$ cat config.mk
export PLATFORM = sky130hd
export DESIGN_NAME = fetch_unit
export DESIGN_NICKNAME = d
export VERILOG_FILES = /design/src/rtl/fetch_pkg.sv /design/src/rtl/Registrador.sv /design/src/rtl/fetch_unit.sv
export SDC_FILE = /design/constraint.sdc
export NUM_CORES = 1
export LEC_CHECK = 0
export CORE_UTILIZATION = 49
export CTS_CLUSTER_DIAMETER = 100
export DETAILED_ROUTE_END_ITERATION = 6
export HOLD_SLACK_MARGIN = 0.12
export PLACE_DENSITY_LB_ADDON = 0.25
export SLEW_MARGIN = 20
export SYNTH_ARGS = -nofsm -noshare
export SYNTH_HDL_FRONTEND = slang
export SYNTH_HIERARCHICAL = 1
export SYNTH_SLANG_ARGS = --single-unit
$ cat constraint.sdc
create_clock -name clk -period 4.5 [get_ports clk]
set_input_delay 0.9 -clock clk [delete_from_list [all_inputs] [get_ports clk]]
set_output_delay 0.9 -clock clk [all_outputs]
set_load 0.1 [all_outputs]
$ cat src/rtl/fetch_pkg.sv
// Shared definitions for the instruction fetch unit: FSM encoding and fixed constants.
package fetch_pkg;

  typedef enum logic [2:0] {
    IDLE = 3'd0,
    REQ  = 3'd1,
    WAIT = 3'd2,
    DONE = 3'd3,
    ERR  = 3'd4
  } state_t;

  localparam int          WORD_BYTES = 4;
  localparam logic [31:0] RESET_WORD = 32'h0;

endpackage

$ cat src/rtl/Registrador.sv
// Generic 32-bit load-enabled register with asynchronous active-high clear.
module Registrador
  import fetch_pkg::*;
(
  input  logic        clk,
  input  logic        rst,
  input  logic        load,
  input  logic [31:0] in,
  output logic [31:0] out
);

  always_ff @(posedge clk or posedge rst) begin
    if (rst) begin
      out <= RESET_WORD;
    end else if (load) begin
      out <= in;
    end
  end

endmodule

$ cat src/rtl/fetch_unit.sv
// Single-instruction fetch sequencer: issues one memory read, waits with timeout,
// captures the word into the instruction register and advances the PC.
//
// Handshake: the read strobe is a one-cycle request; mem_ready is honoured only
// while waiting and qualifies mem_rdata in that same cycle. done/err are
// one-cycle completion pulses; start is sampled only while idle.
module fetch_unit
  import fetch_pkg::*;
#(
  parameter int WAIT_MAX = 15
) (
  input  logic        clk,
  input  logic        rst,
  input  logic        start,
  input  logic [31:0] pc_in,
  output logic [31:0] mem_addr,
  output logic        mem_rd,
  input  logic [31:0] mem_rdata,
  input  logic        mem_ready,
  output logic [31:0] ir,
  output logic        pc_write,
  output logic [31:0] pc_next,
  output logic        busy,
  output logic        done,
  output logic        err
);

  localparam logic [7:0] WAIT_LAST = 8'(WAIT_MAX - 1);

  state_t      state;
  logic [31:0] addr_q;
  logic [7:0]  wait_cnt;
  logic        ir_load;

  // The instruction register only ever captures on an accepted memory response.
  assign ir_load = (state == WAIT) && mem_ready;

  Registrador u_ir (
    .clk  (clk),
    .rst  (rst),
    .load (ir_load),
    .in   (mem_rdata),
    .out  (ir)
  );

  always_ff @(posedge clk or posedge rst) begin
    if (rst) begin
      state    <= IDLE;
      addr_q   <= RESET_WORD;
      wait_cnt <= 8'd0;
      mem_addr <= RESET_WORD;
      mem_rd   <= 1'b0;
      pc_write <= 1'b0;
      pc_next  <= RESET_WORD;
      busy     <= 1'b0;
      done     <= 1'b0;
      err      <= 1'b0;
    end else begin
      mem_rd   <= 1'b0;
      pc_write <= 1'b0;
      pc_next  <= RESET_WORD;
      done     <= 1'b0;
      err      <= 1'b0;
      case (state)
        IDLE: begin
          if (start) begin
            addr_q <= pc_in;
            busy   <= 1'b1;
            if (pc_in[1:0] != 2'b00) begin
              state    <= ERR;
              err      <= 1'b1;
              mem_addr <= RESET_WORD;
            end else begin
              state    <= REQ;
              mem_rd   <= 1'b1;
              mem_addr <= pc_in;
            end
          end
        end
        REQ: begin
          // mem_addr keeps addr_q through the wait phase
          state    <= WAIT;
          wait_cnt <= 8'd0;
        end
        WAIT: begin
          if (mem_ready) begin
            state    <= DONE;
            pc_write <= 1'b1;
            done     <= 1'b1;
            pc_next  <= addr_q + 32'(WORD_BYTES);
            mem_addr <= RESET_WORD;
          end else if (wait_cnt == WAIT_LAST) begin
            state    <= ERR;
            err      <= 1'b1;
            mem_addr <= RESET_WORD;
          end else begin
            wait_cnt <= wait_cnt + 8'd1;
          end
        end
        DONE, ERR: begin
          state <= IDLE;
          busy  <= 1'b0;
        end
        default: begin
          state    <= IDLE;
          busy     <= 1'b0;
          mem_addr <= RESET_WORD;
        end
      endcase
    end
  end

endmodule

---- Word-level counts from Yosys, hierarchy flattened ----
Cells that the tools add are included.
operators by class
  add/subtract/negate cells ............... 2
  multipliers ............................. 0
  div/mod/pow operators ................... 0
  order comparisons ....................... 0
  equal/unequal tests ..................... 9
  shift operators ......................... 0
  multiplexer cells ....................... 27
  bitwise logic cells ..................... 2
  reductions and logical operators ........ 11
operators with widths
  operator               count
  $mux 32                6
  $pmux 32 s3            1
  $add 32x3->32 const B  1
  $mux 8                 2
  $pmux 8 s2             1
  $mux 3                 4
  $mux 1                 10
  $pmux 3 s3             1
  $add 8x1->8 const B    1
  $eq 8x4->1 const B     1
  $eq 3x2->1 const B     2
  $ne 2x2->1 const B     3
  $reduce_and 2->1       3
  $reduce_and 3->1       2
  $pmux 1 s2             2
  $reduce_bool 2->1      2
  $eq 3x1->1 const B     1
  $eq 3x3->1 const B     1
  $logic_not 3->1        1
  $ne 3x2->1 const B     1
  $reduce_or 3->1        1
  $not 1->1              2
  $reduce_or 2->1        1
  $logic_and 1x1->1      1
storage, ports and cells
  register bits after elaboration ......... 143
  bits in latches ......................... 0
  memory bits (writable) .................. 0
  bits in read-only memories .............. 0
  input port bits ......................... 68
  logic and storage cells ................. 61
  memories kept ........................... 0

---- Longest topological paths before layout ----
Gate-level depths: netlist of the first run.
  depth after elaboration ................. 4
  depth in mapped cells ................... 7
  gate-level depth less buffers ........... 6

---- Hierarchy ----
Netlist of the first run, hierarchy kept.
by module, submodules not included
  module       times used  cells an instance  area each (um^2)  seq. area each (um^2)
  fetch_unit   1           455                4986.0            2777.7
  Registrador  1           69                 1348.8            800.8

---- Worst setup path before layout of the first run ----
Ideal clock, no wire load.
  path kind ............................... input port to flip-flop
  from .................................... input port mem_ready
  to ...................................... register mem_addr[10]
  setup time .............................. 79 ps
  data arrival time ....................... 2348 ps
  setup slack ............................. 2072 ps
  stages .................................. 5
  path through ............................ or4b_2 > a21o_1 > o311ai_2 > buf_6 > mux2i_1
between the ends
  longest elaborated chain between the ends .. 2
RTL lines
  item                                                              RTL line          source
  start: declaration                                                fetch_unit.sv:19  input logic mem_ready,
  $ne 3x2->1 (no line) / $mux 32 (equally long branches)            -
  $reduce_and 3->1 (no line) / $pmux 32 s3 (equally long branches)  -
  end signal: assignment                                            fetch_unit.sv:76  mem_addr <= pc_in;
  end: declaration                                                  fetch_unit.sv:16  output logic [31:0] mem_addr,
Parallel ways exist; a longest one is shown, timed or not.
A chain may end at the register's enable or synchronous reset.

---- Final worst setup path of the first run ----
  from .................................... input port mem_ready
  to ...................................... register mem_addr[9]
The elaborated chain is that of the path after synthesis.

==> results.md, run 1 <==
- EDFF count, synth: 0
- Post-DRT Antenna Nets: 0
- Yosys top cell area share: between 50% and 60%
- First-pass GRT wire length: 23.4 mm
- Final Hold Fails: 0
- Yosys cell types: 50
- Area of the core: roughly 13000 um2
- Period minus WS final: 3.00 ns
- Top FF cell, synth: dfrtp_1
- DPL Wire Length: 10.2 mm
- Vias per inst: 5.23
- GRT Total Usage: 23.1%
- Syn Area/Cell: between 10 and 15 um2
- # port buffers: 168
- Clock Latency Late Sink: roughly 0.41 ns
- Final setup fails: 0
- Largest family of logic cells by synthesized area: multiplexers
- N_diodes: 0
- Num Clock Sinks: 143
- Clock Skews: 0.00647 ns
- Commonest cells post-synth: dfrtp_1 (143), nand2_1 (52), inv_1 (39)
- DR DRC count: 0
- Post_cts resized: 0
- Actual slew at the worst max-slew pin: 1.12 ns
- Max_cap viols: 0
- Setup TNS: 0 ns
- Chip height: 116 um
- Synthesized-area fraction occupied by adder cells: 0.593%
- Synth async-reset ratio: 100%
- Vias in the first global route: 4659
- Count leader, synth: dfrtp_1
- Hold buffers post-CTS: 0
- Crit path DAT: 3.33 ns
- Vias after detailed routing: 4569
- Area grow syn2layout: 36.9%
- Req. time, crit path: 4.83 ns
- CP startpoint kind: primary input
- Post-synthesis xor/xnor area fraction: 1.66%
- Cell taking the most area after synthesis: dfrtp_1
- CTS tree: built
- Cts bufs inserted: 17
- Grt total ovfl: 0
- Compound-Gate Fraction of Synth Area: 5.23%
- Ports: 169
- Final #Nets: 759
- Fill count: 952
- Post-synthesis mux area share: 17.8%
- Pin count of the biggest net entering global routing: 68
- Area after DPL: 8070 um2
- Die Width: 116 um
- First-pass DRT Iterations: 5
- Ratio of cells with drive above 1 in the final layout: 15.8%
- Period utilization: 66.6%
- H-tree Lvls: 4
- Syn_nets: 595
- FF+latch area: about 3600 um2
- Slew margin rel.: 25.5%
- Mapped Cells: 524
- Initial antenna violation count: 0
- Critical path peak fanout: 19
- Simple-gate share of the synthesized area: 12.5%
- Outcome: finished clean
- HP Class: flip-flop to flip-flop
- Layout Utilization: 68.7%
- Clock Path Buffers: 2
- Wire per inst: 16.9 um
- Cell area after layout: 8670 um2
- Sequential-to-total area share from yosys stat: 56.5%
- Flops & latches, synth: 143
- Clock slew at reported path FFs: approximately 0.06 ns
- Initial DRC count: roughly 280
- Area of the multi-input gates: 2410 um2
- RSZ-0062 raised after global routing: false
- Final WL: 14.8 mm
- Postcts setup bufs: 0
- Initial Util: between 50 and 60%
- Routability cong.: 0.768
- Die ar.: 13400 um2
- WS Path Type: primary input to flip-flop
- Endpoint type of the worst setup path: flip-flop
- Top cells by area, synth: dfrtp_1 (56%), mux2_4 (7.1%), mux2i_1 (5.4%), mux2_2 (5.3%), nand2_1 (3.1%)
- CTS Root Cell: clkbuf_16
- Post-Syn Area: 6330 um2
- Final slew viol count: 0
- Fmax: 334 MHz
- Synthesis warning total: 6
- Row count: 41
worst max-delay path: stages:
cell and delay (ns):
clkdlybuf4s50_1 0.46, or4b_2 0.73, a21o_1 0.26, o311ai_4 0.27, buf_4 0.47, mux2i_1 0.24
cells in the final DEF, fill, tap and decap left out, drive strengths merged, types with 2 or more instances in the layout:
cell type	count
xnor2	10
nand2b	5
nand4b	2
nor2	21
clkdlybuf4s50	168
or4	7
dfrtp	143
nand4	9
ha	3
nor4	5
xor2	2
clkinvlp	6
nand2	52
nand3	12
mux2i	34
nor3	5
inv	39
or3	8
a31o	2
bufinv	3
o31ai	5
clkinv	5
mux2	60
buf	5
nor2b	3
a21oi	21
and3	2
o21ai	20
and2	9
and4	3
clkbuf	18
registers in the layout, summed over array words and instances, names as in the netlist:
register / flops
addr_q: 32
wait_cnt: 8
err: 1
u_ir/out: 32
done: 1
mem_rd: 1
state: 3
mem_addr: 32
pc_next: 32
busy: 1
cell families after synthesis:
kind of cell    after synthesis
compound gates               56
fa+ha+maj                     3
flops                       143
buf+inv                      67
mux                          94
xor+xnor                     12
simple gates                149
layout make-up:
type	count	share of cell area, %
Sequential cell	143	41.3
Multi-Input combinational cell	314	27.7
Timing Repair Buffer	173	19.8
Clock buffer	18	5.06
Tap cell	172	2.48
Clock inverter	14	1.93
Inverter	39	1.72
per-stage QoR:
stage	setup WS, ns	hold slack [ns]	cells
final	1.50	0.475	873
after global routing	1.38	0.515	873
after CTS	1.50	0.481	873
after detailed placement	1.07	0.470	841
after global placement	1.18	0.462	841
after floorplan	0.669	0.449	524
layer usage:
metal  wire length [um]  vias up  global-route usage, %
met5                  0        -                      0
met4                210        0                   6.41
met3               1370       18                   8.79
met2               6850      188                   37.7
met1               6370     2247                   28.8
li1                   -     2116                      -
final timing paths:
kind,from,to,slack [ns],cells past startpoint
min,addr_q[0]$_DFFE_PP0P_,pc_next[0]$_DFF_PP0_,0.47,1
max,mem_ready,mem_addr[9]$_DFFE_PP0P_,1.50,6
max reg2reg,state[0]$_DFFE_PP0P_,mem_addr[9]$_DFFE_PP0P_,1.90,5
min reg2reg,addr_q[0]$_DFFE_PP0P_,pc_next[0]$_DFF_PP0_,0.47,1
max in group asynchronous,rst,addr_q[6]$_DFFE_PP0P_,2.63,3
min in group asynchronous,rst,u_ir/out[20]$_DFFE_PP0P_,0.99,2
Power of run 1 is left out: the tool's default activity adds up to more than one toggle a clock period on the data nets, which glitch-free logic cannot reach.
==> run 2, diff against run 1 <==
--- a/config.mk
+++ b/config.mk
@@ -5,7 +5,7 @@
 export SDC_FILE = /design/constraint.sdc
 export NUM_CORES = 1
 export LEC_CHECK = 0
-export CORE_UTILIZATION = 49
+export CORE_UTILIZATION = 44
 export CTS_CLUSTER_DIAMETER = 100
 export DETAILED_ROUTE_END_ITERATION = 6
 export HOLD_SLACK_MARGIN = 0.12
==> constraint.sdc (replaced) <==
create_clock -name clk -period 2.75 [get_ports clk]
set_input_delay 0.55 -clock clk [delete_from_list [all_inputs] [get_ports clk]]
set_output_delay 0.55 -clock clk [all_outputs]
set_load 0.1 [all_outputs]
==> run 2 against run 1 <==
  * Critical path depth is the same
  * Non-clock buffer count grew 7
  * Sequential cell count is the same
  * Sequential share of layout area grew 0.43 points
  * Die area grew 11%
  * Register-to-register slack lost 1.4 ns
  * Hold slack gained 0.015 ns
  * Via count shrank 0.85%
  * Critical path type unchanged
  * Clock-buffer cell count grew 8
  * Final cell count grew 1.6%
==> results.md, run 2 (synthesis results as in run 1) <==
- Post-DRT Antenna Nets: 0 (unchanged)
- Critical-path cell list: clkdlybuf4s50_1 -> or4b_2 -> a21o_1 -> o311ai_4 -> buf_12 -> mux2i_1 (was clkdlybuf4s50_1 -> or4b_2 -> a21o_1 -> o311ai_4 -> buf_4 -> mux2i_1)
- N_diodes: 0 (unchanged)
- DPL Wire Length: 10.2 mm (about the same)
- Cts bufs inserted: 17 (unchanged)
- Row count: 43 (was 41)
- RSZ-0062 raised after global routing: false (unchanged)
- CP peak stage delay: 0.72 ns (was 0.73 ns)
- Hold buffers post-CTS: 0 (unchanged)
- DP Worst Slack: 0.0120 ns (was 1.07 ns)
- Final slew viol count: 0 (unchanged)
- Clock Skews: 0.00877 ns (was 0.00647 ns)
- Period utilization: 83.5%
- Endpoint type of the worst setup path: flip-flop (unchanged)
- CTS tree: built (unchanged)
- Pin count of the biggest net entering global routing: 38 (was 68)
- Clock slew at reported path FFs: 0.06 ns (about the same)
- Req. time, crit path: 3.09 ns (was 4.83 ns)
- Period minus WS final: 2.30 ns
- Postcts setup bufs: 0 (unchanged)
- Actual slew at the worst max-slew pin: 0.732 ns (was 1.12 ns)
- Routability cong.: 0.821 (was 0.768)
- Initial antenna violation count: 0 (unchanged)
- Post_cts resized: 0 (unchanged)
- Vias in the first global route: 4440 (was 4659)
- Slew margin rel.: 51.1% (was 25.5%)
- Clock Path Buffers: 2 (unchanged)
- Hold slack: 0.490 ns (was 0.475 ns)
- HP Class: flip-flop to flip-flop (unchanged)
- Clock Latency Late Sink: 0.42 ns (was 0.41 ns)
- CP delay by family, top: simple AND/OR/NAND/NOR gates (was buffers and inverters)
- Final WS setup: 0.454 ns (was 1.50 ns)
- Setup TNS: 0 ns (unchanged)
- Initial DRC count: 248 (was 277)
- Max_cap viols: 0 (unchanged)
- Final Hold Fails: 0 (unchanged)
- Vias per inst: 5.11 (was 5.23)
- Most common library cell in the layout ignoring fill and taps: dfrtp_1 (was clkdlybuf4s50_1)
- Vias after detailed routing: 4530 (was 4569)
- Fmax: 436 MHz
- GRT Total Usage: 19.9% (was 23.1%)
- Wire per inst: 16.2 um (was 16.9 um)
- Cell area after layout: 8590 um2 (was 8670 um2)
- Ratio of cells with drive above 1 in the final layout: 30.3% (was 15.8%)
- Outcome: finished clean (unchanged)
- CTS Root Cell: clkbuf_16 (unchanged)
- Die Width: 122 um (was 116 um)
- Initial Util: 45.3% (was 50.2%)
- Most frequent cells in the layout: dfrtp_1 (143), buf_4 (106), clkdlybuf4s50_1 (67) (was clkdlybuf4s50_1 (168), dfrtp_1 (143), nand2_1 (52))
- Buffers & Inverters on Critical Path: 2 (unchanged)
- Area after DPL: 7970 um2 (was 8070 um2)
- Ports: 169 (unchanged)
- Die ar.: 14900 um2 (was 13400 um2)
- Final setup fails: 0 (unchanged)
- Area grow syn2layout: 35.5% (was 36.9%)
- H-tree Lvls: 4 (unchanged)
- WS Path Type: primary input to flip-flop (unchanged)
- First-pass DRT Iterations: 4 (was 5)
- # port buffers: 168 (unchanged)
- Chip height: 122 um (was 116 um)
- Area of the core: 14000 um2 (was 12600 um2)
- CP startpoint kind: primary input (unchanged)
- Num Clock Sinks: 143 (unchanged)
- Critical path peak fanout: 16 (was 19)
- First-pass GRT wire length: 22.2 mm (was 23.4 mm)
- Grt total ovfl: 0 (unchanged)
- Crit path DAT: 2.63 ns (was 3.33 ns)
- Final #Nets: 766 (was 759)
- CP max stage cell: or4b_2 (unchanged)
- DR DRC count: 0 (unchanged)
- Final WL: 14.4 mm (was 14.8 mm)
-- run 2: worst paths after layout --
kind,start,end,slack [ns],cells after the start
worst max-delay path,mem_ready,mem_addr[16]$_DFFE_PP0P_,0.45,6
worst min register to register,mem_addr[0]$_DFFE_PP0P_,mem_addr[0]$_DFFE_PP0P_,0.49,1
worst max register to register,addr_q[2]$_DFFE_PP0P_,pc_next[24]$_DFF_PP0_,0.48,5
worst min-delay path,mem_addr[0]$_DFFE_PP0P_,mem_addr[0]$_DFFE_PP0P_,0.49,1
min in group asynchronous,rst,u_ir/out[15]$_DFFE_PP0P_,0.60,3
max in group asynchronous,rst,mem_addr[24]$_DFFE_PP0P_,1.54,3
-- run 2: per-stage QoR --
step	instances	utilization, %
6_report	887	61.4
5_1_grt	887	61.4
3_3_place_gp	856	56.9
4_1_cts	887	61.4
3_5_place_dp	856	56.9
2_1_floorplan	524	-
-- run 2: per-layer routing --
layer | up-vias | share of wire (%) | track usage (%)
met5 | - | 0 | 0
met1 | 2206 | 45 | 26.2
met2 | 164 | 47 | 30.8
met4 | 0 | 1.4 | 8.26
met3 | 19 | 7.1 | 5.52
li1 | 2141 | - | -
-- run 2: layout make-up --
type / count / area (um2)
Multi-Input combinational cell: 314 / 2410
Clock buffer: 26 / 519
Tap cell: 180 / 225
Timing Repair Buffer: 180 / 1610
Fill cell: 1115 / 5400
Inverter: 39 / 150
Sequential cell: 143 / 3580
Clock inverter: 5 / 100
Power of run 2 is left out for the same reason.
==> run 3, diff against run 2 <==
==> constraint.sdc (replaced) <==
create_clock -name clk -period 1.89 [get_ports clk]
set_input_delay 0.378 -clock clk [delete_from_list [all_inputs] [get_ports clk]]
set_output_delay 0.378 -clock clk [all_outputs]
set_load 0.1 [all_outputs]
==> run 3 against run 2 <==
  * The flow now finishes with violations (negative setup slack)
  * Critical endpoint is now pc_next[24]$_DFF_PP0_
  * Die area unchanged
  * Clock skew about the same
  * Final cell count up 6.0%
  * Non-clock buffer count up 53
  * Sequential cell count unchanged
  * Via count up 4.3%
  * Global-route usage up 1.2 points
  * Routed wire length up 5.9%
  * First-iteration DRC count down 32%
  * Critical path depth down 1
  * Hold slack worse by 0.070 ns
  * Sequential share of layout area down 3.4 points
==> results.md, run 3 (synthesis results as in run 1) <==
- Outcome: complete, but fails checks (was finished clean)
- Failing checks: negative setup slack
- CP dominant cell by count: or4_4
- VDD IR max: approximately 0.0012 V
- Ratio of cells with drive above 1 in the final layout: 36.8% (was 30.3%)
- Final #Nets: 819 (was 766)
- DPL Wire Length: 10.4 mm (was 10.2 mm)
- Reg2Reg Depth: 5 (unchanged)
- Num Clock Sinks: 143 (unchanged)
- Final WL: 15.2 mm (was 14.4 mm)
- Layout Utilization: 66.9% (was 61.4%)
- Slew margin rel.: 64.9% (was 51.1%)
- Initial DRC count: 169 (was 248)
- Power Density: 1990 nW/um2
- Flop2flop setup slack: -0.06 ns (was 0.48 ns)
- Period utilization: 103%
- Fmax: slightly above 500 MHz
- CTS Root Cell: clkbuf_16 (unchanged)
- Hold buffers post-CTS: 0 (unchanged)
- DP Worst Slack: -0.397 ns (was 0.0120 ns)
- Final slew viol count: 0 (unchanged)
- First-pass DRT Iterations: 4 (unchanged)
- Cts bufs inserted: 17 (unchanged)
- Die ar.: 14900 um2 (unchanged)
- Area grow syn2layout: 47.7% (was 35.5%)
- Clock Latency Late Sink: 0.42 ns (about the same)
- Ports: 169 (unchanged)
- Final Hold Fails: 0 (unchanged)
- Tot Pwr: around 19 mW
- DR DRC count: 0 (unchanged)
- Most frequent cells in the layout: dfrtp_1 (142), buf_4 (134), clkdlybuf4s50_1 (67) (was dfrtp_1 (143), buf_4 (106), clkdlybuf4s50_1 (67))
- Most common library cell in the layout ignoring fill and taps: dfrtp_1 (unchanged)
- WS Path Type: flip-flop to flip-flop (was primary input to flip-flop)
- Setup crit end: pc_next[24]$_DFF_PP0_ (was mem_addr[16]$_DFFE_PP0P_)
- Period minus WS final: 1.95 ns
- H-tree Lvls: 4 (unchanged)
- Vias in the first global route: 4830 (was 4440)
- CP startpoint kind: flip-flop (was primary input)
- Routability cong.: 0.810 (was 0.821)
- Buffers & Inverters on Critical Path: 1 (was 2)
- Die Width: 122 um (unchanged)
- CP delay by family, top: simple AND/OR/NAND/NOR gates (unchanged)
- Critical R2R Launch: addr_q[6]$_DFFE_PP0P_ (was addr_q[2]$_DFFE_PP0P_)
- Clock slew at reported path FFs: 0.06 ns (about the same)
- Actual slew at the worst max-slew pin: 0.525 ns (was 0.732 ns)
- Final WS setup: -0.0588 ns (was 0.454 ns)
- Clock Skews: 0.00834 ns (was 0.00877 ns)
- Critical path peak fanout: 5 (was 16)
- Grt total ovfl: 0 (unchanged)
- Worst reg2reg path endpoint: pc_next[24]$_DFF_PP0_ (unchanged)
- Clock Path Buffers: 2 (unchanged)
- Fin cells: 940 (was 887)
- RSZ-0062 raised after global routing: true (was false)
- First-pass GRT wire length: 23.9 mm (was 22.2 mm)
- Initial Util: 45.3% (unchanged)
- Placed Cells: 896 (was 856)
- Pin count of the biggest net entering global routing: 78 (was 38)
- Setup TNS: -0.193 ns (was 0 ns)
- Row count: 43 (unchanged)
- Chip height: 122 um (unchanged)
- Req. time, crit path: 2.24 ns (was 3.09 ns)
- CP startpoint: addr_q[6]$_DFFE_PP0P_ (was mem_ready)
- CP max stage cell: or4_4 (was or4b_2)
- Crit path DAT: 2.29 ns (was 2.63 ns)
- N_diodes: 0 (unchanged)
- Final setup fails: 7 (was 0)
- Initial antenna violation count: 0 (unchanged)
- Area of the core: 14000 um2 (unchanged)
- GRT Total Usage: 21.1% (was 19.9%)
- Vias after detailed routing: 4726 (was 4530)
- Area after DPL: 8590 um2 (was 7970 um2)
- Critical-path cell list: buf_4 -> nand4_4 -> or4_4 -> or4_4 -> a21oi_2 (was clkdlybuf4s50_1 -> or4b_2 -> a21o_1 -> o311ai_4 -> buf_12 -> mux2i_1)
- Cell area after layout: 9350 um2 (was 8590 um2)
- HP Class: primary input to async pin (was flip-flop to flip-flop)
- Leakage: 4.31 nW
- Post-DRT Antenna Nets: 0 (unchanged)
- Vias per inst: 5.03 (was 5.11)
- # port buffers: 168 (unchanged)
- Stages on worst setup path: 5 (was 6)
- CP peak stage delay: 0.58 ns (was 0.72 ns)
- Max_cap viols: 0 (unchanged)
- Endpoint type of the worst setup path: flip-flop (unchanged)
- CTS tree: built (unchanged)
- Wire per inst: 16.2 um (about the same)
- Hold slack: 0.420 ns (was 0.490 ns)
[run 3: timing repair]
item | in CTS | in global routing
pin swaps | 4 | 5
endpoints found under the setup margin | 8 | 42
cloned | 0 | 1
setup buffers | 6 | 6
resized for setup | 4 | 6
[run 3: worst min-delay path by stage]
stage	from	endpoint	slack [ns]	cells after the start
2_1_floorplan	addr_q[0]$_DFFE_PP0P_	pc_next[0]$_DFF_PP0_	0.45	1
3_3_place_gp	addr_q[1]$_DFFE_PP0P_	pc_next[1]$_DFF_PP0_	0.46	1
3_5_place_dp	addr_q[1]$_DFFE_PP0P_	pc_next[1]$_DFF_PP0_	0.48	1
4_1_cts	rst	u_ir/out[23]$_DFFE_PP0P_	0.43	3
5_1_grt	rst	u_ir/out[24]$_DFFE_PP0P_	0.48	3
6_report	rst	u_ir/out[0]$_DFFE_PP0P_	0.42	3
[run 3: layout make-up]
type,count,area (um2)
fill,1015,4630
sequential,143,3580
multi-input combinational,314,2470
timing repair buffer,233,2310
clock buffer,21,480
tap,180,225
inverter,39,150
clock inverter,10,135
[run 3: routing by layer]
layer	vias up	wire length, um	GRT usage (%)
li1	2244	-	-
met1	2335	6730	26.7
met2	134	7440	34.4
met3	13	821	5.71
met4	0	206	8.02
met5	-	0	0
[run 3: worst min-delay path: stages]
cell,delay [ns]
clkdlybuf4s50_1,0.46
inv_1,0.07
buf_4,0.34
[run 3: power breakdown]
group          internal [mW]  switching, mW  total [mW]  leakage (nW)
clock network           2.20           1.25        3.45         0.305
logic                   3.44           6.80        10.2          2.17
registers               4.12          0.848        4.97          1.84
No activity file was read; power rests on OpenSTA's default activity.
